==> config.mk <==
export PLATFORM = sky130hd
export DESIGN_NAME = qci_reserved_bandwidth_table_writer
export DESIGN_NICKNAME = d
export VERILOG_FILES = /design/src/rtl/qci_cfg_pkg.sv /design/src/rtl/qci_sat_counter.sv /design/src/rtl/qci_reserved_bandwidth_table_writer.sv
export SDC_FILE = /design/constraint.sdc
export NUM_CORES = 1
export LEC_CHECK = 0
export CELL_PAD_IN_SITES_DETAIL_PLACEMENT = 1
export CELL_PAD_IN_SITES_GLOBAL_PLACEMENT = 1
export CORE_ASPECT_RATIO = 0.75
export CORE_MARGIN = 2
export CORE_UTILIZATION = 34
export DETAILED_ROUTE_END_ITERATION = 10
export PLACE_DENSITY_LB_ADDON = 0.3
export SLEW_MARGIN = 25
export SYNTH_ARGS = -nofsm -noshare
export SYNTH_HDL_FRONTEND = slang
export SYNTH_SLANG_ARGS = --single-unit
==> constraint.sdc <==
create_clock -name clk -period 4.1 [get_ports clk]
set_input_delay 0.615 -clock clk [delete_from_list [all_inputs] [get_ports clk]]
set_output_delay 0.615 -clock clk [all_outputs]
set_load 0.005 [all_outputs]
==> src/rtl/qci_cfg_pkg.sv <==
// Shared definitions for the Qci reserved-bandwidth table writer:
// config-frame opcodes, field positions, FSM states and counter width.
package qci_cfg_pkg;

  // Header opcodes
  localparam logic [7:0] QCI_OP_WRITE = 8'h01;
  localparam logic [7:0] QCI_OP_CLEAR = 8'h02;

  // Header beat fields
  localparam int HDR_OP_LSB  = 56;
  localparam int HDR_OP_W    = 8;
  localparam int HDR_CNT_LSB = 48;
  localparam int HDR_CNT_W   = 8;

  // Entry beat fields
  localparam int ENT_MID_LSB = 32;
  localparam int ENT_MID_W   = 12;
  localparam int ENT_BW_LSB  = 0;
  localparam int ENT_BW_W    = 32;

  // Width of the status counters
  localparam int SAT_W = 16;

  typedef enum logic [2:0] {
    INIT_CLR,
    IDLE,
    WRITE,
    CLR,
    DRAIN
  } qci_state_t;

endpackage

==> src/rtl/qci_sat_counter.sv <==
// Saturating up-counter; adds 0, 1 or 2 per cycle and sticks at all-ones.
module qci_sat_counter #(
  parameter int WIDTH = 16
) (
  input  logic             clk,
  input  logic             rst,
  input  logic [1:0]       inc,
  output logic [WIDTH-1:0] count
);

  logic [WIDTH:0] sum;

  // One extra bit catches any overflow, since max + 2 never exceeds 2**(WIDTH+1)-1
  always_comb begin
    sum = {1'b0, count} + {{(WIDTH-1){1'b0}}, inc};
  end

  // Count register; saturates instead of wrapping
  always_ff @(posedge clk or posedge rst) begin
    if (rst) begin
      count <= '0;
    end else if (sum[WIDTH]) begin
      count <= '1;
    end else begin
      count <= sum[WIDTH-1:0];
    end
  end

endmodule

==> src/rtl/qci_reserved_bandwidth_table_writer.sv <==
// Management-side writer for port A of the Qci reserved-bandwidth table.
// Turns 64-bit AXI-Stream config frames into table writes, sweeps the
// table to DEFAULT_BW after reset and on CLEAR, and keeps status counters.
module qci_reserved_bandwidth_table_writer
  import qci_cfg_pkg::*;
#(
  parameter int                ADDR_W     = 7,
  parameter int                DATA_W     = 32,
  parameter logic [DATA_W-1:0] DEFAULT_BW = '0
) (
  input  logic              clk,
  input  logic              rst,
  input  logic [63:0]       s_axis_cfg_tdata,
  input  logic [7:0]        s_axis_cfg_tkeep,
  input  logic              s_axis_cfg_tlast,
  input  logic              s_axis_cfg_tvalid,
  output logic              s_axis_cfg_tready,
  output logic              ram_ena,
  output logic              ram_wea,
  output logic [ADDR_W-1:0] ram_addra,
  output logic [DATA_W-1:0] ram_dina,
  output logic              busy,
  output logic [SAT_W-1:0]  entries_written,
  output logic [SAT_W-1:0]  err_count
);

  qci_state_t state, state_nxt;

  logic [ADDR_W-1:0]    sweep_addr;
  logic [HDR_CNT_W-1:0] rem;
  logic                 hdr_last;

  logic                 accept;
  logic [HDR_OP_W-1:0]  op;
  logic [HDR_CNT_W-1:0] cnt;
  logic [ENT_MID_W-1:0] meter_id;
  logic [DATA_W-1:0]    bw;
  logic                 in_range;
  logic                 last_entry;
  logic                 sweep_last;

  logic                 wr_en;
  logic [ADDR_W-1:0]    wr_addr;
  logic [DATA_W-1:0]    wr_data;
  logic [1:0]           ent_inc;
  logic [1:0]           err_inc;

  // tkeep is ignored and entry bits [47:44] carry nothing
  logic unused_ok;
  assign unused_ok = ^{s_axis_cfg_tkeep, s_axis_cfg_tdata[47:44]};

  assign accept     = s_axis_cfg_tvalid && s_axis_cfg_tready;
  assign op         = s_axis_cfg_tdata[HDR_OP_LSB +: HDR_OP_W];
  assign cnt        = s_axis_cfg_tdata[HDR_CNT_LSB +: HDR_CNT_W];
  assign meter_id   = s_axis_cfg_tdata[ENT_MID_LSB +: ENT_MID_W];
  assign bw         = s_axis_cfg_tdata[ENT_BW_LSB +: DATA_W];
  // Shift rather than slice so ADDR_W = 12 (no upper bits) stays legal
  assign in_range   = (meter_id >> ADDR_W) == '0;
  assign last_entry = (rem == 8'd1);
  assign sweep_last = &sweep_addr;

  // State register
  // NOTE: clocked state uses non-blocking assignments so every register
  // samples pre-edge values, independent of block evaluation order.
  always_ff @(posedge clk or posedge rst) begin
    if (rst) begin
      state <= INIT_CLR;
    end else begin
      state <= state_nxt;
    end
  end

  // Next-state decode
  // NOTE: the default before the case keeps this purely combinational;
  // any path leaving state_nxt unassigned would infer a latch.
  always_comb begin
    state_nxt = state;
    case (state)
      INIT_CLR: if (sweep_last) state_nxt = IDLE;
      CLR:      if (sweep_last) state_nxt = hdr_last ? IDLE : DRAIN;
      IDLE: begin
        if (accept) begin
          if (op == QCI_OP_CLEAR) begin
            state_nxt = CLR;
          end else if (op == QCI_OP_WRITE) begin
            if (s_axis_cfg_tlast)  state_nxt = IDLE;
            else if (cnt == '0)    state_nxt = DRAIN;
            else                   state_nxt = WRITE;
          end else begin
            state_nxt = s_axis_cfg_tlast ? IDLE : DRAIN;
          end
        end
      end
      WRITE: begin
        if (accept) begin
          if (s_axis_cfg_tlast) state_nxt = IDLE;
          else if (last_entry)  state_nxt = DRAIN;
        end
      end
      DRAIN:   if (accept && s_axis_cfg_tlast) state_nxt = IDLE;
      default: state_nxt = INIT_CLR;
    endcase
  end

  // Handshake, write request and counter increments for the current cycle
  always_comb begin
    s_axis_cfg_tready = 1'b0;
    busy              = 1'b0;
    wr_en             = 1'b0;
    wr_addr           = '0;
    wr_data           = '0;
    ent_inc           = 2'd0;
    err_inc           = 2'd0;
    case (state)
      INIT_CLR, CLR: begin
        busy    = 1'b1;
        wr_en   = 1'b1;
        wr_addr = sweep_addr;
        wr_data = DEFAULT_BW;
      end
      IDLE: begin
        s_axis_cfg_tready = 1'b1;
        if (accept) begin
          if (op == QCI_OP_WRITE) begin
            // WRITE header that promises entries but ends, or promises none but continues
            if (s_axis_cfg_tlast == (cnt != '0)) err_inc = 2'd1;
          end else if (op != QCI_OP_CLEAR) begin
            err_inc = 2'd1;
          end
        end
      end
      WRITE: begin
        s_axis_cfg_tready = 1'b1;
        if (accept) begin
          if (in_range) begin
            wr_en   = 1'b1;
            wr_addr = meter_id[ADDR_W-1:0];
            wr_data = bw;
            ent_inc = 2'd1;
          end else begin
            err_inc = err_inc + 2'd1;
          end
          // Frame length disagrees with the header count (early or missing tlast)
          if (s_axis_cfg_tlast != last_entry) err_inc = err_inc + 2'd1;
        end
      end
      DRAIN:   s_axis_cfg_tready = 1'b1;
      default: ;
    endcase
  end

  // Sweep address, remaining-entry count and latched header tlast
  always_ff @(posedge clk or posedge rst) begin
    if (rst) begin
      sweep_addr <= '0;
      rem        <= '0;
      hdr_last   <= 1'b0;
    end else begin
      sweep_addr <= busy ? sweep_addr + 1'b1 : '0;
      if (state == IDLE && accept) begin
        rem      <= cnt;
        hdr_last <= s_axis_cfg_tlast;
      end else if (state == WRITE && accept) begin
        rem <= rem - 1'b1;
      end
    end
  end

  // Registered port A: every write lands one cycle after its request
  always_ff @(posedge clk or posedge rst) begin
    if (rst) begin
      ram_ena   <= 1'b0;
      ram_wea   <= 1'b0;
      ram_addra <= '0;
      ram_dina  <= '0;
    end else begin
      ram_ena   <= wr_en;
      ram_wea   <= wr_en;
      ram_addra <= wr_addr;
      ram_dina  <= wr_data;
    end
  end

  qci_sat_counter #(.WIDTH(SAT_W)) u_entries_cnt (
    .clk   (clk),
    .rst   (rst),
    .inc   (ent_inc),
    .count (entries_written)
  );

  qci_sat_counter #(.WIDTH(SAT_W)) u_err_cnt (
    .clk   (clk),
    .rst   (rst),
    .inc   (err_inc),
    .count (err_count)
  );

endmodule

==> results.md <==
Status:
- The flow ran to the end, and the final reports show no timing, DRC or antenna violations.

Synthesis:
- Of the total synthesized cell area, the portion taken by full adders, half adders and majority gates is 3.29%.
- The synthesized area per cell is between 10 and 15 sq um.
- The synthesized netlist devotes a little under an eighth of its cell area to compound gates.
- For this run, the number of Yosys warnings is 0.
- The fraction of synthesized cell area taken by the top area cell type is between 50% and 60%.
- The simple-gate area share of the yosys netlist is around a quarter.
- The flip-flop and latch count after synthesis is between 90 and 100.
- The combinational family with the most area after synthesis is simple AND/OR/NAND/NOR gates.
- The fraction of synthesis flops using an asynchronous set or reset pin is 100%.
- Of the post-synthesis cell area, the part taken by muxes is between 1 and 1.5%.
- The number of enable flip-flop cells after synthesis is 0.
- The unique cell type count in the Yosys netlist is 56.
- The number of nets handed over by synthesis was roughly 530.
- The most common flop cell mapped by yosys is sky130_fd_sc_hd__dfrtp_1.
- The most area-hungry cell type in the Yosys netlist is sky130_fd_sc_hd__dfrtp_1.
- The post-synthesis share of cell area spent on xor and xnor gates is under 10%.
- Synthesis produced approximately 440 cells.
- The fraction of the yosys area taken by sequential cells is between 50% and 60%.
- In this run the cell area of the synthesized design comes to ~4400 sq um.
- By area the synthesized netlist is led by sky130_fd_sc_hd__dfrtp_1 52%, sky130_fd_sc_hd__and2_1 5.2%, sky130_fd_sc_hd__nand2_1 3.5%.

GRT:
- The initial antenna violation count is 0.
- For this run the aggregate overflow at the end of global routing stands at 0.
- The pin count of the biggest net entering global routing is 41.
- The via count of the first global-routing pass came to roughly 4200.
- The total global-route track usage is between 10% and 20%.
- The first-pass GRT wire length is between 20 and 25 mm.

Timing:
- The count of endpoints failing hold in the final timing report is 0.
- The final worst-path cycle share is ~92%.
- In this run the tightest slew margin relative to its limit is between 50 and 60%.
- Setup repair after global routing left no endpoint under its margin.
- After layout, the minimum clock period comes to about 3.8 ns.
- Setup violations remaining at the end of the flow were counted as 0.
- At the pin with the least slew margin, the transition time is 0.721 ns.
- Summed over all failing endpoints, the final setup total negative slack is 0 ns.
- The clock tree skew after final layout is 0.0112 ns.
- For this run, the top clock speed supported by timing is around 0.26 GHz.
- The final-report max-slew violation count is 0.
- The worst hold margin is 0.557 ns.

Power:
- The portion of total power attributed to sequential cells is 43.8%.
- The largest voltage drop on the vdd net is between 0.2 and 0.25 mV.
- Per report_power, the combinational group accounts for 26.8% of the total.
- The leakage power of the design is 2.80 nW.
- In this run switching power makes up between 30 and 40% of total power.
- The power density normalized to cell area is between 400 and 500 nW/um^2.
- In this run, the clock network consumes roughly 29% of the power.
- The reported net switching power is 872 uW.
- The internal power contribution is between 1.5 and 2 mW.

Detailed routing:
- The final routed wire length divided by cell count is roughly 17 um.
- In this run the remaining antenna-violating nets after routing total 0.
- In this run, the number of DRC markers left after iteration 0 of detailed routing was ~140.
- The aggregate routed wire length is between 10 and 15 mm.
- The via density per instance is around 5.1.
- For this run, design rule violations remaining after detail routing come to 0.
- Detailed routing inserted a total of slightly below 4000 vias.
- The first detailed-routing pass took 5 iterations.

Clock tree:
- The number of hold buffers added after CTS is 0.
- Clock tree synthesis inserted a total of 9 buffers.
- In this run the deepest clock path goes through 2 buffers.
- The clock root buffer is sky130_fd_sc_hd__clkbuf_16.
- The number of sinks handled by clock tree synthesis is 91.
- The H-tree generated during clock tree synthesis spans 3 levels.
- The insertion delay to the later sink of the worst-skew pair is around 0.35 ns.
- In this run, post-CTS repair resized a total of 0 instances.
- The clock-pin slew on the worst setup and hold paths is 0.07 ns.
- TritonCTS built the clock tree.
- The post-CTS setup-driven buffer insertion count is 0.

Worst setup path:
- The start-to-end type of the worst setup path is flop to flop.
- The gate family responsible for the most delay along the worst path is simple AND/OR/NAND/NOR gates.
- The setup check on the worst reg-to-reg path leaves a slack of between 0.3 and 0.4 ns.
- The critical path startpoint category is a flop.
- For the worst setup path, the data arrival time is ~4.1 ns.
- STA classifies the critical path endpoint as a flop.
- The biggest fanout along the worst timing path is 11.
- Data on the critical path is required at its endpoint by approximately 4.4 ns.
- The largest single stage delay on the critical path is between 0.4 and 0.5 ns.
- Counting both buffers and inverters, the worst setup path holds a total of 2.
- The signal on the critical path passes through or3_1 > nor3_1 > nand3b_1 > ha_1 > o21ai_0 > a32oi_1 > nor2_1 > ha_1 > inv_1 > fa_1 > nand2b_1 > nor4_4 > nand3_1 > buf_4 > o21ai_0.
- The slowest stage of the critical path belongs to the cell sky130_fd_sc_hd__or3_1.

Finish:
- The area growth from synthesis to layout is 42.5%.
- The number of inserted diodes is 0.
- The fraction of final layout cells sized beyond drive strength 1 is around 7.4%.
- The final net count is about 670.

Floorplanning:
- The initial standard-cell utilization of the core is around a third.
- The I/O pin count is around 150.
- In this run the vertical extent of the chip is slightly above 100 um.
- In this run the horizontal extent of the chip is ~140 um.
- The standard-cell row count is 36.
- The die area is around 14000 sq um.
- After floorplanning, the core was sized to cover between 10000 and 15000 sq um.

Place:
- The final weighted congestion in routability-driven placement is about 0.79.
- The wire-length estimate of the detail-placed layout is around 10 mm.
- The number of buffer cells added on primary ports is between 100 and 150.

Run:
- The tool flagged a number of max-cap violations equal to 0.

Min path:
- The path class of the tightest hold or removal check is flop to flop.
power by group through the flow:
stage | Sequential (mW) | Combinational, mW | Clock, mW
after floorplan | 1.11 | 0.442 | 0
after detailed placement | 1.18 | 0.724 | 0
after CTS | 1.17 | 0.730 | 0.808
final | 1.17 | 0.718 | 0.789
after global routing | 1.20 | 0.807 | 0.847
after global placement | 1.17 | 0.684 | 0
sequential cells by signal, indices dropped and copies added (netlist names):
register	flops
hdr_last	1
ram_wea	1
rem	8
ram_addra	7
u_err_cnt.count	16
ram_dina	32
u_entries_cnt.count	16
sweep_addr	7
state	3
kinds of logic (layout without fill, tap and decap cells):
logic type,Yosys count,count (layout)
and+or+nand+nor,198,198
DFF,91,91
AOI/OAI and AO/OA,75,75
buffers and inverters,36,182
xor gates and xnor gates,22,22
adders and majority gates,11,11
muxes,5,5
cell type report:
| type | instances | area (sq um) |
|---|---|---|
| Timing Repair Buffer | 151 | 1480 |
| Tap cell | 171 | 214 |
| Fill cell | 1419 | 6540 |
| Clock buffer | 10 | 239 |
| Multi-Input combinational cell | 311 | 1990 |
| Inverter | 15 | 57.6 |
| Sequential cell | 91 | 2280 |
| Clock inverter | 6 | 40.0 |
synthesized netlist by cell type, drive strengths merged, types with 9 or more instances:
master and count:
a21oi 13, a22oi 9, and2 37, clkbuf 15
dfrtp 91, ha 10, inv 15, nand2 41
nand2b 10, nand3 17, nor2 30, nor2b 11
nor3 12, nor4 9, o21ai 16, xnor2 10
xor2 12
path summary, 6_finish.rpt:
path	cells after the start	to	from
max in group asynchronous	3	sweep_addr[5]$_DFF_PP0_	rst
hold / removal	1	sweep_addr[0]$_DFF_PP0_	sweep_addr[0]$_DFF_PP0_
min in group asynchronous	2	ram_addra[6]$_DFF_PP0_	rst
setup / recovery	15	u_err_cnt.count[5]$_DFF_PP0_	rem[3]$_DFFE_PP0P_
setup reg to reg	15	u_err_cnt.count[5]$_DFF_PP0_	rem[3]$_DFFE_PP0P_
hold reg to reg	1	sweep_addr[0]$_DFF_PP0_	sweep_addr[0]$_DFF_PP0_
per-stage QoR:
step	cell area, sq um	total power [mW]	util (%)	setup WS, ns	cells
finish	6300	2.68	49.0	0.309	755
global route	6300	2.85	49.0	0.0402	755
CTS	6300	2.71	49.0	0.311	755
detailed placement	6020	1.91	46.9	0.0288	739
global placement	6020	1.86	46.9	0.0612	739
floorplan	4420	1.55	-	0.685	438
layout by cell type (no fill, tap or decap), types with 8 or more instances in the layout:
cell type / instances
sky130_fd_sc_hd__a21oi_1: 13
sky130_fd_sc_hd__a22oi_1: 9
sky130_fd_sc_hd__and2_1: 37
sky130_fd_sc_hd__buf_4: 13
sky130_fd_sc_hd__clkbuf_16: 9
sky130_fd_sc_hd__clkdlybuf4s50_1: 138
sky130_fd_sc_hd__dfrtp_1: 91
sky130_fd_sc_hd__ha_1: 10
sky130_fd_sc_hd__inv_1: 14
sky130_fd_sc_hd__nand2_1: 41
sky130_fd_sc_hd__nand2b_1: 10
sky130_fd_sc_hd__nand3_1: 17
sky130_fd_sc_hd__nand4_1: 8
sky130_fd_sc_hd__nor2_1: 30
sky130_fd_sc_hd__nor2b_1: 11
sky130_fd_sc_hd__nor3_1: 12
sky130_fd_sc_hd__o21ai_0: 15
sky130_fd_sc_hd__xnor2_1: 10
sky130_fd_sc_hd__xor2_1: 12
metal layers:
| layer | vias up | part of all wire, % | global-route usage [%] |
|---|---|---|---|
| met4 | 0 | 1.9 | 6.57 |
| li1 | 1810 | - | - |
| met1 | 1924 | 45 | 26.3 |
| met3 | 22 | 5.5 | 5.06 |
| met5 | - | 0 | 0 |
| met2 | 105 | 47 | 31.6 |
Note: power is estimated with default switching activity, not from simulation.
